**src/rtl/pc_redirect_ctrl_if.sv**
```systemverilog
// Front-end redirect bus between the hazard unit / predictor / ID stage and
// the fetch-PC sequencer.
interface pc_redirect_ctrl_if #(
  parameter int CNT_W = 32
) ();
  logic             stall_i;
  logic             predreq_i;
  logic             brpred_i;
  logic [31:0]      btpred_i;
  logic             mispred_i;
  logic             jump_i;
  logic [31:0]      jump_target_i;
  logic [31:0]      pc_o;
  logic             pc_valid_o;
  logic             flush_if_o;
  logic             flush_id_o;
  logic [CNT_W-1:0] br_cnt_o;
  logic [CNT_W-1:0] mispred_cnt_o;

  modport master (
    output stall_i, predreq_i, brpred_i, btpred_i, mispred_i, jump_i, jump_target_i,
    input  pc_o, pc_valid_o, flush_if_o, flush_id_o, br_cnt_o, mispred_cnt_o
  );

  modport slave (
    input  stall_i, predreq_i, brpred_i, btpred_i, mispred_i, jump_i, jump_target_i,
    output pc_o, pc_valid_o, flush_if_o, flush_id_o, br_cnt_o, mispred_cnt_o
  );
endinterface

```
**src/rtl/pc_redirect_ctrl.sv**
```systemverilog
// Fetch-PC sequencer: arbitrates mispredict, jump, prediction and sequential
// next-PC sources, defers redirects across stalls and counts predictions.
module pc_redirect_ctrl #(
  parameter logic [31:0] RESET_PC = 32'h0000_0000,
  parameter int          CNT_W    = 32
) (
  input  logic               clk,
  input  logic               rst,
  pc_redirect_ctrl_if.slave  bus
);

  typedef enum logic [1:0] {
    ST_BOOT    = 2'd0,
    ST_RUN     = 2'd1,
    ST_HOLD    = 2'd2,
    ST_RECOVER = 2'd3
  } state_t;

  localparam logic [CNT_W-1:0] CNT_MAX = {CNT_W{1'b1}};
  localparam logic [CNT_W-1:0] CNT_ONE = {{(CNT_W-1){1'b0}}, 1'b1};

  state_t           state_q, state_d;
  logic [31:0]      pc_q, pc_d;
  logic             pc_valid_q, pc_valid_d;
  logic [31:0]      pend_q, pend_d;
  logic [CNT_W-1:0] br_cnt_q, br_cnt_d;
  logic [CNT_W-1:0] mis_cnt_q, mis_cnt_d;
  logic             flush_if_s, flush_id_s;
  logic             br_inc_s, mis_inc_s;
  logic [31:0]      pc_seq_s, redir_tgt_s;

  assign pc_seq_s    = pc_q + 32'd4;
  assign redir_tgt_s = bus.jump_i ? bus.jump_target_i : bus.btpred_i;

  // Next-state, next-PC, flush and counter-increment decode.
  always_comb begin
    state_d    = state_q;
    pc_d       = pc_q;
    pend_d     = pend_q;
    flush_if_s = 1'b0;
    flush_id_s = 1'b0;
    br_inc_s   = 1'b0;
    mis_inc_s  = 1'b0;
    case (state_q)
      ST_BOOT: begin
        state_d = ST_RUN;
      end
      ST_RUN: begin
        if (bus.mispred_i) begin
          pc_d       = bus.btpred_i;
          flush_if_s = 1'b1;
          flush_id_s = 1'b1;
          mis_inc_s  = 1'b1;
          state_d    = ST_RECOVER;
        end else begin
          br_inc_s = bus.predreq_i & ~bus.stall_i;
          if (bus.jump_i || bus.brpred_i) begin
            if (bus.stall_i) begin
              pend_d  = redir_tgt_s;
              state_d = ST_HOLD;
            end else begin
              pc_d       = redir_tgt_s;
              flush_if_s = 1'b1;
            end
          end else if (!bus.stall_i) begin
            pc_d = pc_seq_s;
          end else begin
            pc_d = pc_q;
          end
        end
      end
      ST_HOLD: begin
        // The older pending redirect wins over any new jump/prediction.
        if (bus.mispred_i) begin
          pc_d       = bus.btpred_i;
          pend_d     = 32'h0000_0000;
          flush_if_s = 1'b1;
          flush_id_s = 1'b1;
          mis_inc_s  = 1'b1;
          state_d    = ST_RECOVER;
        end else if (!bus.stall_i) begin
          pc_d       = pend_q;
          flush_if_s = 1'b1;
          state_d    = ST_RUN;
        end else begin
          pc_d = pc_q;
        end
      end
      ST_RECOVER: begin
        if (bus.mispred_i) begin
          pc_d       = bus.btpred_i;
          flush_if_s = 1'b1;
          flush_id_s = 1'b1;
          mis_inc_s  = 1'b1;
          state_d    = ST_RECOVER;
        end else if (!bus.stall_i) begin
          pc_d    = pc_seq_s;
          state_d = ST_RUN;
        end else begin
          state_d = ST_RUN;
        end
      end
      default: begin
        state_d = ST_BOOT;
        pc_d    = RESET_PC;
        pend_d  = 32'h0000_0000;
      end
    endcase

    pc_valid_d = (state_d != ST_BOOT);

    if (br_inc_s && (br_cnt_q != CNT_MAX)) begin
      br_cnt_d = br_cnt_q + CNT_ONE;
    end else begin
      br_cnt_d = br_cnt_q;
    end

    if (mis_inc_s && (mis_cnt_q != CNT_MAX)) begin
      mis_cnt_d = mis_cnt_q + CNT_ONE;
    end else begin
      mis_cnt_d = mis_cnt_q;
    end
  end

  // State, PC, pending target and statistics registers.
  always_ff @(posedge clk or negedge rst) begin
    if (!rst) begin
      state_q    <= ST_BOOT;
      pc_q       <= RESET_PC;
      pc_valid_q <= 1'b0;
      pend_q     <= 32'h0000_0000;
      br_cnt_q   <= {CNT_W{1'b0}};
      mis_cnt_q  <= {CNT_W{1'b0}};
    end else begin
      state_q    <= state_d;
      pc_q       <= pc_d;
      pc_valid_q <= pc_valid_d;
      pend_q     <= pend_d;
      br_cnt_q   <= br_cnt_d;
      mis_cnt_q  <= mis_cnt_d;
    end
  end

  assign bus.pc_o          = pc_q;
  assign bus.pc_valid_o    = pc_valid_q;
  assign bus.flush_if_o    = flush_if_s;
  assign bus.flush_id_o    = flush_id_s;
  assign bus.br_cnt_o      = br_cnt_q;
  assign bus.mispred_cnt_o = mis_cnt_q;

endmodule
```
**src/flat_wrapper.sv**
```systemverilog
// flat-port wrapper written by rule: the top's interface ports become plain ports
module pc_redirect_ctrl_flat 
#(
  parameter logic [31:0] RESET_PC = 32'h0000_0000,
  parameter int          CNT_W    = 32
)
  (clk, rst, bus_stall_i, bus_predreq_i, bus_brpred_i, bus_btpred_i, bus_mispred_i, bus_jump_i, bus_jump_target_i, bus_pc_o, bus_pc_valid_o, bus_flush_if_o, bus_flush_id_o, bus_br_cnt_o, bus_mispred_cnt_o);
  pc_redirect_ctrl_if #(.CNT_W(CNT_W)) bus_i ();
  input  logic clk;
  input  logic rst;
  input wire logic [$bits(bus_i.stall_i)-1:0] bus_stall_i;
  input wire logic [$bits(bus_i.predreq_i)-1:0] bus_predreq_i;
  input wire logic [$bits(bus_i.brpred_i)-1:0] bus_brpred_i;
  input wire logic [$bits(bus_i.btpred_i)-1:0] bus_btpred_i;
  input wire logic [$bits(bus_i.mispred_i)-1:0] bus_mispred_i;
  input wire logic [$bits(bus_i.jump_i)-1:0] bus_jump_i;
  input wire logic [$bits(bus_i.jump_target_i)-1:0] bus_jump_target_i;
  output wire logic [$bits(bus_i.pc_o)-1:0] bus_pc_o;
  output wire logic [$bits(bus_i.pc_valid_o)-1:0] bus_pc_valid_o;
  output wire logic [$bits(bus_i.flush_if_o)-1:0] bus_flush_if_o;
  output wire logic [$bits(bus_i.flush_id_o)-1:0] bus_flush_id_o;
  output wire logic [$bits(bus_i.br_cnt_o)-1:0] bus_br_cnt_o;
  output wire logic [$bits(bus_i.mispred_cnt_o)-1:0] bus_mispred_cnt_o;
  assign bus_i.stall_i = bus_stall_i;
  assign bus_i.predreq_i = bus_predreq_i;
  assign bus_i.brpred_i = bus_brpred_i;
  assign bus_i.btpred_i = bus_btpred_i;
  assign bus_i.mispred_i = bus_mispred_i;
  assign bus_i.jump_i = bus_jump_i;
  assign bus_i.jump_target_i = bus_jump_target_i;
  assign bus_pc_o = bus_i.pc_o;
  assign bus_pc_valid_o = bus_i.pc_valid_o;
  assign bus_flush_if_o = bus_i.flush_if_o;
  assign bus_flush_id_o = bus_i.flush_id_o;
  assign bus_br_cnt_o = bus_i.br_cnt_o;
  assign bus_mispred_cnt_o = bus_i.mispred_cnt_o;
  pc_redirect_ctrl #(.RESET_PC(RESET_PC), .CNT_W(CNT_W)) u_core (.clk(clk), .rst(rst), .bus(bus_i));
endmodule
```
**config.mk**
```make
export PLATFORM = sky130hd
export DESIGN_NAME = pc_redirect_ctrl_flat
export DESIGN_NICKNAME = d
export VERILOG_FILES = /design/src/rtl/pc_redirect_ctrl_if.sv /design/src/rtl/pc_redirect_ctrl.sv /design/src/flat_wrapper.sv
export SDC_FILE = /design/constraint.sdc
export NUM_CORES = 1
export LEC_CHECK = 0
export CELL_PAD_IN_SITES_DETAIL_PLACEMENT = 1
export CELL_PAD_IN_SITES_GLOBAL_PLACEMENT = 1
export CORE_ASPECT_RATIO = 0.7
export CORE_MARGIN = 2
export CORE_UTILIZATION = 39
export DETAILED_ROUTE_END_ITERATION = 6
export HOLD_SLACK_MARGIN = 0.12
export PLACE_DENSITY = 0.81
export SLEW_MARGIN = 20
export SYNTH_ARGS = -nofsm -noshare
export SYNTH_HDL_FRONTEND = slang
export SYNTH_SLANG_ARGS = --single-unit
```
**constraint.sdc**
```tcl
create_clock -name clk -period 2.7 [get_ports clk]
set_input_delay 0.81 -clock clk [delete_from_list [all_inputs] [get_ports clk]]
set_output_delay 0.81 -clock clk [all_outputs]
set_load 0.05 [all_outputs]
```
Word-level counts from Yosys, hierarchy flattened --
Cells that the tools add are included.
Storage, ports and cells: bits in registers 131, latch bits 0, memory bits (writable) 0, ROM bits 0, output and inout bits 99, memories 0
Operators by class: $add $sub $neg 3, multipliers 0, divide/modulo/power cells 0, order comparisons 0, eq/ne operators 11, shift operators 0, multiplexer cells 30, bitwise logic cells 2, reductions and logical operators 10
Operators by type and width (number):
- 32-bit two-way mux | 12
- 32-bit case mux with 3 select lines | 1
- 32-bit by 1-bit adder with 32-bit output, second input constant | 2
- 32-bit inequality test, second input constant | 2
- 32-bit case mux with 2 select lines | 1
- 32-bit by 3-bit adder with 32-bit output, second input constant | 1
- 2-bit two-way mux | 6
- 1-bit two-way mux | 8
- 2-bit case mux with 4 select lines | 1
- 2-bit inequality test, second input constant | 3
- 5-bit AND reduction | 1
- 2-bit == test, second input constant | 2
- 4-bit inequality test, second input constant | 1
- 2-bit nonzero test | 2
- 3-bit inequality test, second input constant | 1
- 1-bit case mux with 3 select lines | 1
- 3-bit AND reduction | 1
- 3-bit nonzero test | 1
- 3-bit OR reduction | 1
- 2-bit by 1-bit == test with 1-bit output, second input constant | 1
- 1-bit logical AND | 2
- 2-bit logical NOT | 1
- 2-bit by 1-bit inequality test with 1-bit output, second input constant | 1
- 1-bit AND | 1
- 2 further kinds | 2

Logic depth before layout (Yosys ltp) --
Gate-level depths: netlist (run 1).
word-level depth 5, gate-level depth with buffers 10, depth with buffers taken out 7

Least setup slack after synthesis (run 1) --
No wires, ideal clock.
path kind input-to-output, start point input port bus_mispred_i, end point output port bus_flush_if_o, arrival time 2170 ps, path slack -280 ps, stages on the path 4, path through buf_2 > clkbuf_1 > o21ai_0 > a21oi_1
Between the ends: longest elaborated chain between the ends 2, elaborated cells between the ends (all ways) 4, those cells by class mux (4)
RTL lines:
- start, declared | line flat_wrapper.sv:15 | input wire logic [$bits(bus_i.mispred_i)-1:0] bus_mispred_i;
- 1-bit two-way mux, on equally long branches | line pc_redirect_ctrl.sv:90, pc_redirect_ctrl.sv:74, pc_redirect_ctrl.sv:49
- 1-bit case mux with 3 select lines * | line pc_redirect_ctrl.sv:44 | case (state_q)
- end, declared | line flat_wrapper.sv:20 | output wire logic [$bits(bus_i.flush_if_o)-1:0] bus_flush_if_o;
Every way passes the cells marked *; elsewhere a longest branch is shown, timed or not.

Worst setup path in the final report (run 1) --
start point register u_core.pc_q[15] (netlist: u_core.bus.pc_o[15]), end point output port bus_pc_o[15]
RTL lines:
- start, declared | line pc_redirect_ctrl.sv:23 | logic [31:0] pc_q, pc_d;
- start signal, assigned | line pc_redirect_ctrl.sv:136 | pc_q <= pc_d;
- end, declared | line flat_wrapper.sv:18 | output wire logic [$bits(bus_i.pc_o)-1:0] bus_pc_o;
No word-level cell between the ends.

==> results of run 1 <==
## power breakdown
| group | internal, mW | total [mW] | switching, mW | leakage, nW |
|---|---|---|---|---|
| Clock | 1.38 | 2.31 | 0.934 | 0.272 |
| Combinational | 1.84 | 4.85 | 3.01 | 2.51 |
| Sequential | 2.54 | 3.22 | 0.675 | 1.71 |
## sequential cells by signal (all words and copies together), names as in the netlist
signal	cells
u_core.bus.br_cnt_o	32
u_core.bus.mispred_cnt_o	32
u_core.bus.pc_o	32
u_core.bus.pc_valid_o	1
u_core.pend_q	32
u_core.state_q	2
## cells in the final DEF (no fill, tap or decap), types with 6 or more instances in the layout
cell / netlist / routed
a21oi_1: 27 / 26
xor2_1: 12 / 12
nor4_1: 8 / 8
mux2i_1: 31 / 31
a31oi_1: 7 / 7
ha_1: 7 / 6
nand3_1: 37 / 37
buf_4: 2 / 78
nand2_1: 81 / 81
and3_1: 14 / 14
buf_12: 0 / 9
and4_1: 8 / 8
dfrtp_1: 131 / 130
inv_1: 18 / 18
nor2_1: 28 / 28
nor3_1: 16 / 16
nand4_1: 33 / 33
o21ai_0: 49 / 48
clkdlybuf4s50_1: 0 / 161
o21ai_1: 23 / 23
a222oi_1: 18 / 18
nand2b_1: 7 / 7
xnor2_1: 52 / 52
clkbuf_16: 0 / 17
a22o_1: 8 / 8
or3_1: 6 / 6
## timing repair
action,4_1_cts,5_1_grt
buffers inserted,1,0
resized for setup,8,4
setup endpoints to repair,1,2
cloned,0,0
pin swaps,2,0
## synthesized netlist by cell type, drive strengths merged (12+ instances only)
master	count
dfrtp	131
nand2	81
o21ai	72
xnor2	52
nand3	41
nand4	36
mux2i	31
nor2	29
a21oi	28
clkbuf	25
buf	20
nor3	19
a222oi	18
inv	18
and3	14
nor4	13
xor2	12
## logic make-up after synthesis
family,share of synthesized area [%]
AOI/OAI and AO/OA,18.61
buffers and inverters,3.748
and+or+nand+nor,21.72
DFF,42.70
adders and majority gates,1.141
muxes,4.775
xor gates and xnor gates,7.301
## how the worst max path moves through the flow
stage | startpoint | to | slack [ns]
6_report | u_core.bus.pc_o[15] | bus_pc_o[15] | 0.05
5_1_grt | u_core.state_q[0] | bus_flush_if_o | -0.03
3_3_place_gp | bus_brpred_i | bus_flush_if_o | -0.18
2_1_floorplan | bus_mispred_i | bus_flush_if_o | -0.01
3_5_place_dp | bus_mispred_i | u_core.bus.pc_o[11] | -0.34
4_1_cts | bus_brpred_i | bus_flush_if_o | 0.01
## stage by stage
stage	worst slack [ns]	total power [mW]	util (%)	instance area [um^2]
floorplan	-0.01022	5.938	-	7684
global placement	-0.1819	7.821	53.68	10240
detailed placement	-0.3439	7.974	53.68	10240
CTS	0.009716	10.36	56.79	10830
global route	-0.03297	10.91	56.83	10840
finish	0.04725	10.38	56.83	10840
## area by class of cell
cell class              instances  area share [%]
clock inverters                12           1.212
repair buffers                255           22.50
multi-input cells             594           38.28
well taps                     264           3.047
clock buffers                  19           4.085
flip-flops and latches        131           30.25
inverters                      18          0.6232
## metal layers
metal / part of all wire (%) / global-route usage (%) / up-vias
li1: - / - / 3436
met1: 47 / 39.25 / 3823
met2: 44 / 41.19 / 301
met3: 6.9 / 5.186 / 38
met4: 1.7 / 7.415 / 0
met5: 0 / 0 / -
==> impl_metrics.yaml, run 1 <==
finish:
  filler_cell_count: 2111
  layout.nets: 1095
  regArea_um2: 3279
  layout-area-overhead-vs-synth_pct: 41.22
  finalNonFillerCells: 1293
  drive_above_1_share_pct: 15.65
  diodes: 0
  multi_input_area_um2: 4150
timing:
  holdWs_ns: 0.3934
  setup_viol: 0
  finalHoldViolCount: 0
  fin_crit_sh_pct: 98.25
  tns_ns: 0
  slew_headroom_pct: 53.49
  drv_slew: 0
  post-route-min-period_ns: 2.653
  timing.fmax_ghz: 0.3770
  skew_ns: 0.009636
  tightest_slew_ns: 0.6976
drt:
  num_vias: 7598
  wl_per_cell_um: 21.44
  first_pass_iters: 6
  viasPerCell: 5.876
  wl_mm: 27.72
  drc: 0
  postRouteAntennaNets: 0
  drtIter0Drc: 572
place:
  place_congestion: 0.9171
  portBuffers: 169
  dpl.hpwl_mm: 20.38
  dp.cells: 1261
yosys:
  yosysSeqAreaShare_pct: 42.70
  syn-instance-count: 788
  syn-cell-area_um2: 7677
  synth_ff_type: "dfrtp_1"
  syn_area_per_cell_um2: 9.743
  ys_ff_latch: 131
  async_flop_share_pct: 100.0
  yosysUniqueCellTypes: 84
  yosys.area.top_type_share_pct: 42.70
  synth_enable_flop_cells: 0
  synth.largest_area_cell: "dfrtp_1"
  synth_nets: 866
  synthTopCellsByArea: "dfrtp_1 43%, xnor2_1 5.9%, mux2i_1 4.0%"
  yosys_warnings: 0
clock_network:
  cts_buffers: 17
  cts_root_buf: "clkbuf_16"
  clockBufferDepth: 2
  tritoncts: "done"
  ctsHoldBuffers: 0
  clkSinkCount: 131
  clkSlewWorstSetupHoldPaths_ns: 0.06
  clk_latency_ns: 0.42
  htreeDepth: 4
setup_path:
  reg2reg_from: "u_core.state_q[0]"
  slowest_delay_ns: 0.87
  crit_chain: "clkdlybuf4s50_1"
  worstSetupPathType: "register to primary output"
  r2r_setup_slack_ns: 0.25
  cp_num_buf_inv: 1
  cp_slowest_cell: "clkdlybuf4s50_1"
  rr_worst_depth: 7
  crit_fanout: 9
  path_depth: 1
  worstSetupEndpointType: "primary output"
  cpLargestDelayFamily: "buffers and inverters"
  worst_setup_path_start_kind: "register"
  worstPathRequired_ns: 1.89
  reg2reg_to: "u_core.bus.pc_o[11]"
  crit_arrival_ns: 1.84
die:
  initial_core_util_pct: 40.25
  die_h_um: 121.4
  die_area_um2: 20840
  io_pins: 170
  row_count: 42
  core_area_um2: 19080
  die_w_um: 171.7
job:
  cap_violations: 0
power:
  power.leakage_nw: 4.490
  powerDensity_nw_per_um2: 957.7
  vdd_ir_drop_max_v: 0.0006246
run_status:
  status: "finished clean"
grt:
  grt_pass1_wl_mm: 43.46
  grt_max_degree: 65
  first_global_vias: 7783
  track_usage_pct: 27.08
  antenna_found_initial: 0
  overflow: 0
hold_path:
  min_path_type: "primary input to async pin"
Note: power is estimated with default switching activity, not from simulation.
==> inputs of run 2 (changes only) <==
--- a/config.mk
+++ b/config.mk
@@ -5,6 +5,7 @@
 export SDC_FILE = /design/constraint.sdc
 export NUM_CORES = 1
 export LEC_CHECK = 0
+export CAP_MARGIN = 20
 export CELL_PAD_IN_SITES_DETAIL_PLACEMENT = 1
 export CELL_PAD_IN_SITES_GLOBAL_PLACEMENT = 1
 export CORE_ASPECT_RATIO = 0.7
==> results of run 2 <==
Same layout as run 1: the final DEF is identical, and so are final timing and power.
==> inputs of run 3 (changes only) <==
--- a/config.mk
+++ b/config.mk
@@ -9,7 +9,6 @@
 export CELL_PAD_IN_SITES_DETAIL_PLACEMENT = 1
 export CELL_PAD_IN_SITES_GLOBAL_PLACEMENT = 1
 export CORE_ASPECT_RATIO = 0.7
-export CORE_MARGIN = 2
 export CORE_UTILIZATION = 39
 export DETAILED_ROUTE_END_ITERATION = 6
 export HOLD_SLACK_MARGIN = 0.12
==> run 3 against run 2 <==
  * Flip-flop and latch count did not move
  * Worst setup slack lost 0.033 ns
  * Hold slack lost 0.061 ns
  * Critical endpoint is now bus_flush_if_o
==> impl_metrics.yaml, run 3 (synthesis gave the netlist of run 1 again) <==
grt:
  antenna_found_initial: 0
  gr-usage-met3_pct: 4.752
  use_met2_pct: 43.06
  grt_pass1_wl_mm: 44.33
  grt_max_degree: 47
  grt_busiest_layer: "met2"
  met1_usage_pct: 41.38
  overflow: 0
  first_global_vias: 7809
  track_usage_pct: 28.35
place:
  dp.cells: 1266
  post-place-ws_ns: -0.3209
  portBuffers: 169
  dpl.hpwl_mm: 20.54
  place_congestion: 0.9071
  dpl-instance-area_um2: 10300
clock_network:
  htreeDepth: 4
  cts_buffers: 17
  clkSinkCount: 131
  cts_root_buf: "clkbuf_16"
  clk_latency_ns: 0.43
  clkSlewWorstSetupHoldPaths_ns: 0.07
  clockBufferDepth: 2
  tritoncts: "done"
die:
  die_area_um2: 20260
  core_area_um2: 19080
  io_pins: 170
  die_h_um: 119.4
  die_w_um: 169.7
  row_count: 42
  initial_core_util_pct: 40.25
setup_path:
  worstSetupStartpoint: "bus_brpred_i"
  reg2reg_to: "u_core.bus.pc_o[14]"
  crit_fanout: 3
  cp_slowest_cell: "or3_4"
  r2r_setup_slack_ns: 0.39
  crit_arrival_ns: 1.88
  crit_chain: "dlygate4sd2_1 -> or3_4 -> nand3b_1 -> a21oi_4 -> buf_12"
  worstPathRequired_ns: 1.89
  reg2reg_from: "u_core.state_q[0]"
  rr_worst_depth: 9
  worstSetupEndpointType: "primary output"
  worst_setup_path_start_kind: "primary input"
  slowest_delay_ns: 0.39
  worstSetupPathType: "primary input to primary output"
run_status:
  status: "finished clean"
finish:
  layout-area-overhead-vs-synth_pct: 42.70
  drive_above_1_share_pct: 16.02
  finalNonFillerCells: 1300
  diodes: 0
  final_cell_mix: "162 x clkdlybuf4s50_1, 131 x dfrtp_1, 83 x buf_4"
  final_common_cell: "clkdlybuf4s50_1"
  final_area_um2: 10960
  layout.nets: 1101
power:
  p_switching_mw: 4.702
  clock_power_share_pct: 23.4
  powerDensity_nw_per_um2: 965.5
  power.leakage_nw: 4.540
  vdd_ir_drop_max_v: 0.0006749
  p_sw_share_pct: 44.45
  p_total_mw: 10.58
  combPwrFrac_pct: 46.0
  power.internal_mw: 5.875
  power.share.sequential_pct: 30.5
timing:
  drv_slew: 0
  tightest_slew_ns: 0.5667
  timing.fmax_ghz: 0.3724
  rsz0062_at_grt: "false"
  setup_ws_ns: 0.01467
  skew_ns: 0.01020
  post-route-min-period_ns: 2.685
  setup_viol: 0
  slew_headroom_pct: 61.93
  finalHoldViolCount: 0
  fin_crit_sh_pct: 99.46
drt:
  wl_per_cell_um: 21.73
  viasPerCell: 5.880
  first_pass_iters: 7
  wl_mm: 28.25
  postRouteAntennaNets: 0
  drtIter0Drc: 644
  drc: 0
  num_vias: 7644
hold_path:
  min_path_type: "primary input to async pin"
job:
  cap_violations: 0
-- run 3: worst max path at each step --
stage / slack, ns / cells past startpoint / end
2_1_floorplan: -0.01 / 4 / bus_flush_if_o
3_3_place_gp: -0.31 / 9 / u_core.bus.pc_o[27]
3_5_place_dp: -0.32 / 8 / u_core.bus.pc_o[31]
4_1_cts: -0.01 / 6 / bus_flush_if_o
5_1_grt: 0.004 / 6 / bus_flush_if_o
6_report: 0.01 / 5 / bus_flush_if_o
-- run 3: layout make-up --
cell class	count	area (um^2)
Multi-Input combinational cell	594	4155
Timing Repair Buffer	261	2507
Clock inverter	13	173.9
Sequential cell	131	3278
Tap cell	264	330.3
Clock buffer	19	442.9
Fill cell	2117	8120
Inverter	18	67.56
-- run 3: power by group through the flow --
stage | registers (mW) | logic [mW] | clock network (mW)
after floorplan | 4.12 | 1.82 | 0
after global placement | 3.21 | 4.63 | 0
after detailed placement | 3.23 | 4.76 | 0
after CTS | 3.20 | 4.83 | 2.50
after global routing | 3.30 | 5.17 | 2.58
final | 3.23 | 4.87 | 2.48
-- run 3: repair_timing --
action                                  in CTS  in global routing
hold buffers                                 0                  0
buffers inserted                             0                  2
gates cloned                                 0                  0
endpoints found under the setup margin       2                  1
pin swaps                                    1                  2
gates resized for setup                      7                  1
-- run 3: worst max-delay path: cells and delay by family --
kind | cells | cell delay (ns)
AND/OR/NAND/NOR | 2 | 0.53
buffers and inverters | 2 | 0.44
AO/OA/AOI/OAI | 1 | 0.09
-- run 3: per-stage QoR --
step,hold slack [ns],TNS [ns],util [%]
2_1_floorplan,0.4500,-0.01022,-
3_3_place_gp,0.4624,-4.639,54.01
3_5_place_dp,0.4727,-8.079,54.01
4_1_cts,0.3433,-0.01204,57.30
5_1_grt,0.3566,0,57.43
6_report,0.3325,0,57.43
-- run 3: routing by layer --
metal,vias up,wire length [um]
li1,3450,-
met1,3858,13420
met2,291,12660
met3,45,1712
met4,0,466
met5,-,0
